**config.mk**
```make
export PLATFORM = sky130hd
export DESIGN_NAME = stream_pack_m_flat
export DESIGN_NICKNAME = d
export VERILOG_FILES = /design/src/rtl/stream_pack_m_if.sv /design/src/rtl/stream_pack_m.sv /design/src/flat_wrapper.sv
export SDC_FILE = /design/constraint.sdc
export NUM_CORES = 1
export LEC_CHECK = 0
export BUFFER_PORTS_ARGS = -buffer_cell sky130_fd_sc_hd__buf_4
export CORE_UTILIZATION = 60
export DETAILED_ROUTE_END_ITERATION = 16
export GPL_TIMING_DRIVEN = 0
export PLACE_DENSITY = 0.85
export SLEW_MARGIN = 15
export SYNTH_ARGS = -nofsm -noshare
export SYNTH_HDL_FRONTEND = slang
export SYNTH_SLANG_ARGS = --single-unit
```
**constraint.sdc**
```tcl
create_clock -name clk -period 3.7 [get_ports clk]
set_clock_uncertainty 0.2 [all_clocks]
set_input_delay 0.555 -clock clk [delete_from_list [all_inputs] [get_ports clk]]
set_output_delay 0.555 -clock clk [all_outputs]
set_load 0.01 [all_outputs]
```
**src/rtl/stream_pack_m_if.sv**
```systemverilog
// Handshake bundle for the beat-to-word packer: narrow source side, wide destination side.
interface stream_pack_m_if #(
    parameter int DATA_W = 8,
    parameter int RATIO  = 4
);
    logic                     valid_src;
    logic                     ready_src;
    logic [DATA_W-1:0]        src_data;
    logic                     src_last;
    logic                     valid_dst;
    logic                     ready_dst;
    logic [DATA_W*RATIO-1:0]  dst_data;
    logic [RATIO-1:0]         dst_keep;
    logic                     dst_last;

    // Producer of beats and consumer of words (e.g. a testbench or surrounding fabric).
    modport master (
        output valid_src, src_data, src_last, ready_dst,
        input  ready_src, valid_dst, dst_data, dst_keep, dst_last
    );

    // The packer itself.
    modport slave (
        input  valid_src, src_data, src_last, ready_dst,
        output ready_src, valid_dst, dst_data, dst_keep, dst_last
    );
endinterface

```
**src/rtl/stream_pack_m.sv**
```systemverilog
// Packs RATIO narrow beats into one wide word; src_last closes a short word early.
// A FILL/HELD accumulator feeds a single-entry output register that can be
// refilled in the same cycle it drains, so a steady stream runs at one beat per cycle.
module stream_pack_m #(
    parameter int DATA_W = 8,
    parameter int RATIO  = 4
) (
    input  logic           clk,
    input  logic           rst_n,
    stream_pack_m_if.slave bus
);
    localparam int CNT_W  = $clog2(RATIO);
    localparam int WORD_W = DATA_W * RATIO;

    typedef enum logic {
        FILL = 1'b0,
        HELD = 1'b1
    } state_t;

    state_t              state;
    state_t              state_next;
    logic [CNT_W-1:0]    cnt;
    logic [WORD_W-1:0]   acc_data;
    logic [RATIO-1:0]    acc_keep;
    logic                acc_last;
    logic [WORD_W-1:0]   acc_data_next;
    logic [RATIO-1:0]    acc_keep_next;
    logic [WORD_W-1:0]   out_data;
    logic [RATIO-1:0]    out_keep;
    logic                out_last;
    logic                full;
    logic                move;
    logic                ready;
    logic                accept;
    logic                complete;

    // A held word leaves when the output slot is free or draining; the source is
    // only blocked while a complete word is stuck behind a stalled output.
    always_comb begin
        move  = (state == HELD) && (!full || bus.ready_dst);
        ready = (state == FILL) || move;
    end

    assign accept   = bus.valid_src && ready;
    assign complete = accept && ((cnt == CNT_W'(RATIO - 1)) || bus.src_last);

    // State register.
    always_ff @(posedge clk or negedge rst_n) begin
        if (!rst_n) begin
            state <= FILL;
        end else begin
            state <= state_next;
        end
    end

    // Next state: a completing beat always lands in HELD, even while the previous word moves out.
    always_comb begin
        state_next = state;
        case (state)
            FILL:    if (complete) state_next = HELD;
            HELD:    if (move) state_next = complete ? HELD : FILL;
            default: state_next = FILL;
        endcase
    end

    // Lane insert: a held word is being handed off, so the new word starts from an empty accumulator.
    always_comb begin
        acc_data_next = (state == HELD) ? '0 : acc_data;
        acc_keep_next = (state == HELD) ? '0 : acc_keep;
        if (accept) begin
            for (int i = 0; i < RATIO; i++) begin
                if (cnt == CNT_W'(i)) begin
                    acc_data_next[i*DATA_W +: DATA_W] = bus.src_data;
                    acc_keep_next[i]                  = 1'b1;
                end
            end
        end
    end

    // Accumulator and lane counter update on accepted beats and on hand-off.
    always_ff @(posedge clk or negedge rst_n) begin
        if (!rst_n) begin
            cnt      <= '0;
            acc_data <= '0;
            acc_keep <= '0;
            acc_last <= 1'b0;
        end else begin
            if (complete) begin
                cnt <= '0;
            end else if (accept) begin
                cnt <= cnt + CNT_W'(1);
            end
            if ((state == FILL && accept) || move) begin
                acc_data <= acc_data_next;
                acc_keep <= acc_keep_next;
                acc_last <= complete ? bus.src_last : 1'b0;
            end
        end
    end

    // Output slot: load on hand-off (replacing a word that drains the same cycle), empty on a plain drain.
    always_ff @(posedge clk or negedge rst_n) begin
        if (!rst_n) begin
            full     <= 1'b0;
            out_data <= '0;
            out_keep <= '0;
            out_last <= 1'b0;
        end else if (move) begin
            full     <= 1'b1;
            out_data <= acc_data;
            out_keep <= acc_keep;
            out_last <= acc_last;
        end else if (bus.ready_dst) begin
            full <= 1'b0;
        end
    end

    assign bus.ready_src = ready;
    assign bus.valid_dst = full;
    assign bus.dst_data  = out_data;
    assign bus.dst_keep  = out_keep;
    assign bus.dst_last  = out_last;
endmodule
```
**src/flat_wrapper.sv**
```systemverilog
// flat-port wrapper written by rule: the top's interface ports become plain ports
module stream_pack_m_flat 
#(
    parameter int DATA_W = 8,
    parameter int RATIO  = 4
)
  (clk, rst_n, bus_valid_src, bus_src_data, bus_src_last, bus_ready_dst, bus_ready_src, bus_valid_dst, bus_dst_data, bus_dst_keep, bus_dst_last);
  stream_pack_m_if #(.DATA_W(DATA_W), .RATIO(RATIO)) bus_i ();
  input  logic clk;
  input  logic rst_n;
  input wire logic [$bits(bus_i.valid_src)-1:0] bus_valid_src;
  input wire logic [$bits(bus_i.src_data)-1:0] bus_src_data;
  input wire logic [$bits(bus_i.src_last)-1:0] bus_src_last;
  input wire logic [$bits(bus_i.ready_dst)-1:0] bus_ready_dst;
  output wire logic [$bits(bus_i.ready_src)-1:0] bus_ready_src;
  output wire logic [$bits(bus_i.valid_dst)-1:0] bus_valid_dst;
  output wire logic [$bits(bus_i.dst_data)-1:0] bus_dst_data;
  output wire logic [$bits(bus_i.dst_keep)-1:0] bus_dst_keep;
  output wire logic [$bits(bus_i.dst_last)-1:0] bus_dst_last;
  assign bus_i.valid_src = bus_valid_src;
  assign bus_i.src_data = bus_src_data;
  assign bus_i.src_last = bus_src_last;
  assign bus_i.ready_dst = bus_ready_dst;
  assign bus_ready_src = bus_i.ready_src;
  assign bus_valid_dst = bus_i.valid_dst;
  assign bus_dst_data = bus_i.dst_data;
  assign bus_dst_keep = bus_i.dst_keep;
  assign bus_dst_last = bus_i.dst_last;
  stream_pack_m #(.DATA_W(DATA_W), .RATIO(RATIO)) u_core (.clk(clk), .rst_n(rst_n), .bus(bus_i));
endmodule
```
==> run_results.csv, run 1 <==
group,metric,value,unit
run_status,outcome,"complete, no violations",
floorplan,initial_core_util,0.6254,
finish,layout_commonest_cell,"dfrtp_1",
timing,min_period,2.119,ns
finish,num_antenna_cells,0,
logic_synthesis,synth_area,0.003194,mm^2
floorplan,rows,26,
global_routing,antenna_found_initial,0,
logic_synthesis,synthCells,199,
timing,tns,0,ns
job,maxCapViolCount,0,
timing,setup_viol,0,
critical_path,critPathLaunchType,"flip-flop",
floorplan,ioPinCount,52,
finish,areaGrowthSynthToFinish,22.01,%
timing,rsz0062_at_grt,"no",
logic_synthesis,synth-seq-area-share,0.6110,
routing,viasPerCell,5.670,
critical_path,crit_required,2.94,ns
clocking,cts.clk_slew.worst_paths,0.08,ns
clocking,cts_resized,0,
pwr,ir_worst_vdd,0.3895,mV
placement,globalplace.congestion,0.8193,
global_routing,grt_start_max_net_pins,79,
finish,fillers,292,
routing,wl_per_cell,19.45,um
finish,final_core_util,0.7631,
clocking,clk_latency,0.36,ns
global_routing,grt_util_all_layers,0.2605,
logic_synthesis,synth_area_per_cell,16.05,um^2
logic_synthesis,synth.ff_latch_count,78,
critical_path,r2r_setup_slack,2.03,ns
timing,slew_violations,0,
pwr,power_leakage,2.003,nW
floorplan,dieArea,0.005620,mm^2
placement,portBuffers,51,
floorplan,core,0.005107,mm^2
routing,drc,0,
floorplan,dieHeight,74.97,um
routing,dr.pass1.iters,4,
global_routing,grt_overflow_total,0,
floorplan,die_w,74.97,um
global_routing,grt_pass1_vias,1883,
logic_synthesis,syn_nets,216,
clocking,cts_buffers,9,
critical_path,path_max_fanout,10,
logic_synthesis,synth_largest_area_cell,"dfrtp_1",
timing,fin_crit_sh,0.5727,
logic_synthesis,yosysUniqueCellTypes,20,
routing,vias,1905,
routing,first_iter_violations,219,
logic_synthesis,synthTopCellsByArea,"dfrtp_1 61%, mux2_4 17%, o2bb2ai_1 8.8%",
logic_synthesis,synth.top_cell.area_share,0.6110,
clocking,cts_hold_buffers,0,
routing,final_antenna_net_count,0,
clocking,root_buffer,"clkbuf_8",
global_routing,grt_pass1_wl,10230,um
placement,dpl.hpwl,4265,um
timing,worst_pin_slew,0.9422,ns
logic_synthesis,synth-warning-count,0,
timing,slew_headroom,0.3719,
clocking,htree_levels,3,
clocking,cts_tree,"yes",
clocking,cts_setup_buffers,0,
critical_path,worst_ep_arrival_time,1.36,ns
worst_hold_path,hp-class,"input port to asynchronous set/reset pin",
timing,hold_violations,0,
clocking,cts.sinks,78,
finish,layout_common_cells,"78 x dfrtp_1, 51 x buf_4, 36 x mux2_4, 32 x o2bb2ai_1, 15 x nand2_1",
critical_path,worstSetupPathType,"flip-flop to output pin",
clocking,clk_path_buf_depth,2,
finish,drive_gt1_frac,0.4474,
timing,fmax,472.0,MHz
critical_path,crit_path_end_kind,"output pin",
pwr,power_density,787.8,mW/mm^2
finish,final_nets,278,
routing,wl,6534,um
cell type report:
cell class | count | area (um^2) | share of cell area
Timing Repair Buffer | 51 | 382.9 | 0.09823
Tap cell | 70 | 87.58 | 0.02247
Multi-Input combinational cell | 111 | 1157 | 0.2970
Buffer | 8 | 77.57 | 0.01990
Inverter | 2 | 7.507 | 0.001926
Clock inverter | 5 | 81.33 | 0.02087
Sequential cell | 78 | 1952 | 0.5008
Clock buffer | 11 | 151.4 | 0.03884
routing by layer:
| metal | track usage | up-vias | part of all wire |
|---|---|---|---|
| met5 | 0 | - | 0 |
| met4 | 0.1048 | 0 | 0.019 |
| met2 | 0.3854 | 64 | 0.48 |
| met3 | 0.05622 | 12 | 0.047 |
| li1 | - | 849 | - |
| met1 | 0.3787 | 980 | 0.46 |
path summary, 6_finish.rpt:
| check | start | to | cells after the start |
|---|---|---|---|
| worst max-delay path | u_core.state | bus_ready_src | 4 |
| worst max register to register | u_core.cnt[0] | u_core.acc_data[6] | 5 |
| max in group asynchronous | rst_n | u_core.acc_keep[3] | 1 |
| worst min register to register | u_core.acc_data[14] | u_core.acc_data[14] | 1 |
| worst min-delay path | rst_n | u_core.bus.dst_data[0] | 1 |
| min in group clk | bus_src_last | u_core.state | 3 |
power by group:
part	internal [mW]	switching (mW)	total, mW
registers	1.15	0.198	1.35
logic	0.574	0.405	0.979
clock network	0.417	0.322	0.739
through the flow:
step	total power, mW	cells	area (um^2)	hold WS, ns	setup WS, ns
2_1_floorplan	1.915	199	3194	0.05941	2.068
4_1_cts	3.082	336	3897	0.1725	1.579
3_5_place_dp	2.336	320	3665	0.2737	1.772
3_3_place_gp	2.287	320	3665	0.2714	1.773
6_report	3.070	336	3897	0.1270	1.581
5_1_grt	3.223	336	3897	0.2200	1.536
critical path, stage by stage, from the launching register on:
cell and delay (ns):
dfrtp_1 0.38, buf_6 0.16, nand3b_4 0.09, buf_2 0.22, buf_4 0.16
state kept, by name (all words and copies together), names as in the netlist:
register / count
u_core.bus.dst_last: 1
u_core.bus.dst_data: 32
u_core.acc_keep: 4
u_core.bus.dst_keep: 4
u_core.bus.valid_dst: 1
u_core.acc_data: 32
u_core.acc_last: 1
u_core.state: 1
u_core.cnt: 2
kinds of logic (layout without fill, tap and decap cells):
| kind of cell | count (synthesis) | after routing | synth area share |
|---|---|---|---|
| adder cells (fa/ha/maj) | 4 | 4 | 0.01567 |
| buffers and inverters | 10 | 77 | 0.02663 |
| AO/OA/AOI/OAI | 43 | 43 | 0.1253 |
| multiplexers | 39 | 39 | 0.1794 |
| flip-flops | 78 | 78 | 0.6110 |
| AND/OR/NAND/NOR | 25 | 25 | 0.04191 |
synthesized netlist by cell type (all sizes together):
library cell,n
nand3b,1
nand2b,2
nand2,16
nor3,1
dfrtp,78
ha,4
buf,8
a32o,1
o2bb2ai,32
nor2,1
o21ai,6
mux2,38
mux2i,1
a22o,4
and2,4
inv,2
No activity file was read; power rests on OpenSTA's default activity.
==> inputs of run 2 (changes only) <==
CORE_UTILIZATION = 50   (was 60)
PLACE_DENSITY = 0.76   (was 0.85)
clock period = 1.7 ns   (was 3.7 ns; I/O delays follow)
==> run_results.csv, run 2 (synthesized netlist as in run 1, its figures left out) <==
group,metric,value,unit
clocking,cts.clk_slew.worst_paths,0.08,ns
critical_path,slowest_stage,"dfrtp_1",
critical_path,path_max_fanout,8,
critical_path,crit_path_end_kind,"output pin",
pwr,power_density,1677,mW/mm^2
timing,rsz0062_at_grt,"no",
floorplan,initial_core_util,0.5301,
placement,globalplace.congestion,0.8140,
finish,num_antenna_cells,0,
global_routing,grt_pass1_wl,10270,um
routing,dr.pass1.iters,4,
routing,final_antenna_net_count,0,
routing,first_iter_violations,105,
floorplan,dieArea,0.006713,mm^2
routing,wl,6276,um
timing,tns,0,ns
finish,layout_common_cells,"77 x dfrtp_1, 54 x buf_4, 36 x mux2_4, 32 x o2bb2ai_1, 15 x nand2_1",
critical_path,crit_required,1.24,ns
finish,fillers,457,
timing,slew_headroom,0.3745,
pwr,power_leakage,2.020,nW
critical_path,critPathLaunchType,"flip-flop",
routing,viasPerCell,5.395,
worst_hold_path,worstHoldPathCells,3,
global_routing,grt_pass1_vias,1988,
finish,layout_commonest_cell,"dfrtp_1",
clocking,cts.sinks,78,
worst_hold_path,hp-class,"input port to flip-flop",
finish,post-route-cell-area,0.003931,mm^2
timing,hold_violations,0,
critical_path,worst_ep_arrival_time,1.17,ns
timing,setup_viol,0,
clocking,clk_latency,0.36,ns
floorplan,ioPinCount,52,
finish,stdcell_count,344,
finish,areaGrowthSynthToFinish,23.07,%
timing,fmax,616.9,MHz
floorplan,core,0.006026,mm^2
finish,drive_gt1_frac,0.4498,
placement,dpl.hpwl,4098,um
timing,fin_crit_sh,0.9536,
timing,min_period,1.621,ns
timing,worst_pin_slew,0.9382,ns
placement,postPlaceCellArea,0.003671,mm^2
critical_path,crit_chain,"buf_6, nand3b_4, buf_4",
global_routing,antenna_found_initial,0,
global_routing,grt_overflow_total,0,
clocking,cts_tree,"yes",
finish,final-seq-area,0.001953,mm^2
job,maxCapViolCount,0,
timing,layout_setup_ws,0.07893,ns
placement,post-place-cells,325,
critical_path,cp_slowest_stage_delay,0.35,ns
clocking,cts_buffers,9,
pwr,power.total,6.594,mW
global_routing,grt_start_max_net_pins,79,
finish,multi_input_area,0.001157,mm^2
routing,vias,1856,
critical_path,ff2ff_path_depth,5,
global_routing,grt_util_all_layers,0.2149,
clocking,root_buffer,"clkbuf_8",
finish,final_nets,282,
clocking,clk_path_buf_depth,2,
critical_path,worstSetupPathType,"flip-flop to output pin",
clocking,htree_levels,3,
placement,dpl_worst_slack,0.08892,ns
floorplan,rows,28,
timing,slew_violations,0,
routing,wl_per_cell,18.24,um
run_status,outcome,"complete, no violations",
pwr,ir_worst_vdd,0.8236,mV
floorplan,die_w,81.93,um
routing,drc,0,
placement,portBuffers,51,
floorplan,dieHeight,81.93,um
## run 2: per-stage QoR
step / hold slack (ns) / utilization
floorplan: -0.2406 / -
finish: 0.06972 / 0.6524
global placement: 0.2513 / 0.6092
detailed placement: 0.2607 / 0.6092
CTS: 0.05607 / 0.6522
global route: 0.08209 / 0.6524
## run 2: final timing paths
path                                     startpoint                 endpoint  slack, ns
max in group asynchronous                     rst_n            u_core.cnt[0]       0.26
worst max-delay path                   u_core.state            bus_ready_src       0.08
worst max register to register        u_core.cnt[0]       u_core.acc_data[5]       0.09
min in group asynchronous                     rst_n  u_core.bus.dst_data[12]       0.39
worst min register to register  u_core.acc_data[27]      u_core.acc_data[27]       0.30
worst min-delay path                  bus_ready_dst     u_core.bus.valid_dst       0.07
## run 2: routing by layer
metal	vias to the layer above	share of wire	track usage
li1	861	-	-
met1	927	0.48	0.2999
met2	58	0.46	0.3190
met3	10	0.054	0.07111
met4	0	0.011	0.06316
met5	-	0	0
## run 2: what timing repair did
item / in CTS / in global routing
endpoints found under the setup margin: 1 / 10
buffers inserted: 3 / 0
hold buffers: 2 / 0
hold endpoints to repair: 81 / 0
pin swaps: 0 / 1
resized for setup: 0 / 1
## run 2: layout make-up
type,instances,area share
multi-input combinational,111,0.2944
clock buffer,11,0.03851
sequential,78,0.4968
inverter,2,0.001910
tap,75,0.02387
clock inverter,4,0.01782
buffer,7,0.01846
timing repair buffer,56,0.1082
## run 2: critical path: cells and delay by family, from the launching register on
kind,cells,cell delay [ns]
flops,1,0.35
buf+inv,2,0.34
simple gates,1,0.12
## run 2: where the power goes
part	switching, mW	internal (mW)	total (mW)
Combinational	0.857	1.26	2.11
Clock	0.657	0.894	1.55
Sequential	0.417	2.51	2.93
Total	1.93	4.66	6.59
==> inputs of run 3 (changes only) <==
GPL_TIMING_DRIVEN = not set   (was 0)
==> run_results.csv, run 3 (synthesized netlist as in run 1, its figures left out) <==
group,metric,value,unit
finish,fillers,470,
pwr,ir_worst_vdd,0.7728,mV
critical_path,crit_start,"u_core.cnt[0]",
timing,slew_headroom,0.7278,
critical_path,path_max_fanout,8,
clocking,cts_buffers,9,
critical_path,worstSetupPathType,"flip-flop to flip-flop",
routing,wl_met2,2843,um
critical_path,r2r_setup_slack,0.08,ns
placement,globalplace.congestion,0.7971,
clocking,htree_levels,3,
routing,met1Wirelength,2973,um
critical_path,cp_slowest_stage_delay,0.41,ns
global_routing,grt_overflow_total,0,
placement,dpl.hpwl,4301,um
critical_path,r2r_end,"u_core.acc_data[7]",
timing,tns,0,ns
timing,rsz0062_at_grt,"no",
global_routing,grt_pass1_vias,1836,
placement,post-place-cells,325,
timing,slew_violations,0,
critical_path,slowest_stage,"dfrtp_1",
placement,portBuffers,51,
critical_path,worst_ep_arrival_time,1.68,ns
critical_path,crit_path_end_kind,"flip-flop",
routing,dr.pass1.iters,4,
finish,layout_commonest_cell,"dfrtp_1",
routing,wl_per_cell,18.12,um
routing,drc,0,
routing,wl,6234,um
routing,final_antenna_net_count,0,
finish,areaGrowthSynthToFinish,24.17,%
critical_path,crit_chain,"inv_1, ha_1, and2_1, o21ai_4, buf_12, o2bb2ai_1",
floorplan,dieHeight,81.93,um
placement,dpl_worst_slack,0.1264,ns
floorplan,dieArea,0.006713,mm^2
floorplan,die_w,81.93,um
routing,top_layer_used,"met4",
floorplan,rows,28,
finish,final_nets,281,
global_routing,grt_util_all_layers,0.2084,
floorplan,initial_core_util,0.5301,
clocking,cts.clk_slew.worst_paths,0.08,ns
timing,fmax,617.2,MHz
floorplan,core,0.006026,mm^2
global_routing,grt_start_max_net_pins,32,
clocking,cts_tree,"yes",
global_routing,grt_pass1_wl,9887,um
pwr,power_density,1633,mW/mm^2
critical_path,rr_startpoint,"u_core.cnt[0]",
finish,stdcell_count,344,
clocking,clk_path_buf_depth,2,
global_routing,antenna_found_initial,0,
worst_hold_path,worstHoldPathCells,3,
timing,worst_pin_slew,0.4073,ns
routing,first_iter_violations,115,
job,maxCapViolCount,0,
finish,drive_gt1_frac,0.4647,
clocking,clk_latency,0.34,ns
timing,fin_crit_sh,0.9531,
routing,routed-wl-met3,295,um
routing,viasPerCell,5.404,
finish,layout_common_cells,"77 x dfrtp_1, 55 x buf_4, 36 x mux2_4, 27 x o2bb2ai_1, 15 x nand2_1",
clocking,cts.sinks,78,
timing,hold_violations,0,
timing,setup_viol,0,
critical_path,critPathLaunchType,"flip-flop",
worst_hold_path,hp-class,"input port to flip-flop",
timing,min_period,1.620,ns
routing,vias,1859,
floorplan,ioPinCount,52,
worst_hold_path,hold_start,"bus_valid_src",
finish,num_antenna_cells,0,
critical_path,ff2ff_path_depth,6,
worst_hold_path,hold_end,"u_core.state",
critical_path,crit_required,1.76,ns
clocking,root_buffer,"clkbuf_8",
timing,layout_setup_ws,0.07981,ns
run_status,outcome,"complete, no violations",
pwr,power_leakage,2.017,nW
pwr,power.total,6.478,mW
[run 3: cell count changes in the layout (fill, tap and decap cells not counted), sizes merged]
cell / change
buf: -1
clkbuf: -1
clkinvlp: +3
bufinv: -1
[run 3: worst max-delay path, delay by kind of cell (launching register included)]
family                     cells  cell delay [ns]
DFF                            1             0.41
AOI/OAI and AO/OA              2             0.30
buffers and inverters          2             0.22
adders and majority gates      1             0.21
and+or+nand+nor                1             0.19
[run 3: per-layer routing]
metal  vias to the layer above  global-route usage
met4                         0             0.08421
met1                       942              0.3012
met5                         -                   0
met3                        11             0.05556
li1                        856                   -
met2                        50              0.2967
[run 3: what timing repair did]
item,CTS,global route
gates resized for setup,0,6
endpoints found under the hold margin,81,0
hold buffers,2,0
setup buffers,0,1
endpoints found under the setup margin,0,2
[run 3: report_power, final]
group	total, mW	switching (mW)	internal, mW
combinational	2.18	0.869	1.32
sequential	2.95	0.442	2.51
clock	1.34	0.666	0.673
[run 3: through the flow]
stage / instance area [um^2] / hold WS, ns / util
floorplan: 3194 / -0.2406 / -
global placement: 3704 / -0.02584 / 0.6146
detailed placement: 3704 / -0.02308 / 0.6146
CTS: 3914 / 0.01872 / 0.6495
global route: 3966 / 0.06114 / 0.6582
finish: 3966 / 0.03868 / 0.6582
[run 3: layout make-up]
class / count / area [um^2] / area share
clock buffer: 10 / 127.6 / 0.03218
clock inverter: 6 / 62.56 / 0.01577
inverter: 2 / 7.507 / 0.001893
multi-input combinational: 111 / 1189 / 0.2997
sequential: 78 / 1953 / 0.4924
tap: 75 / 93.84 / 0.02366
timing repair buffer: 62 / 533.0 / 0.1344
[run 3: how the worst max path moves through the flow]
stage                                          to  slack [ns]  depth (start not counted)
final                          u_core.acc_data[7]        0.08                          6
after detailed placement      u_core.acc_data[18]        0.13                          5
after floorplan            u_core.bus.dst_data[0]        0.24                          4
after global placement    u_core.bus.dst_data[30]        0.16                          5
after CTS                           bus_ready_src        0.03                          2
after global routing           u_core.acc_data[7]       0.001                          6
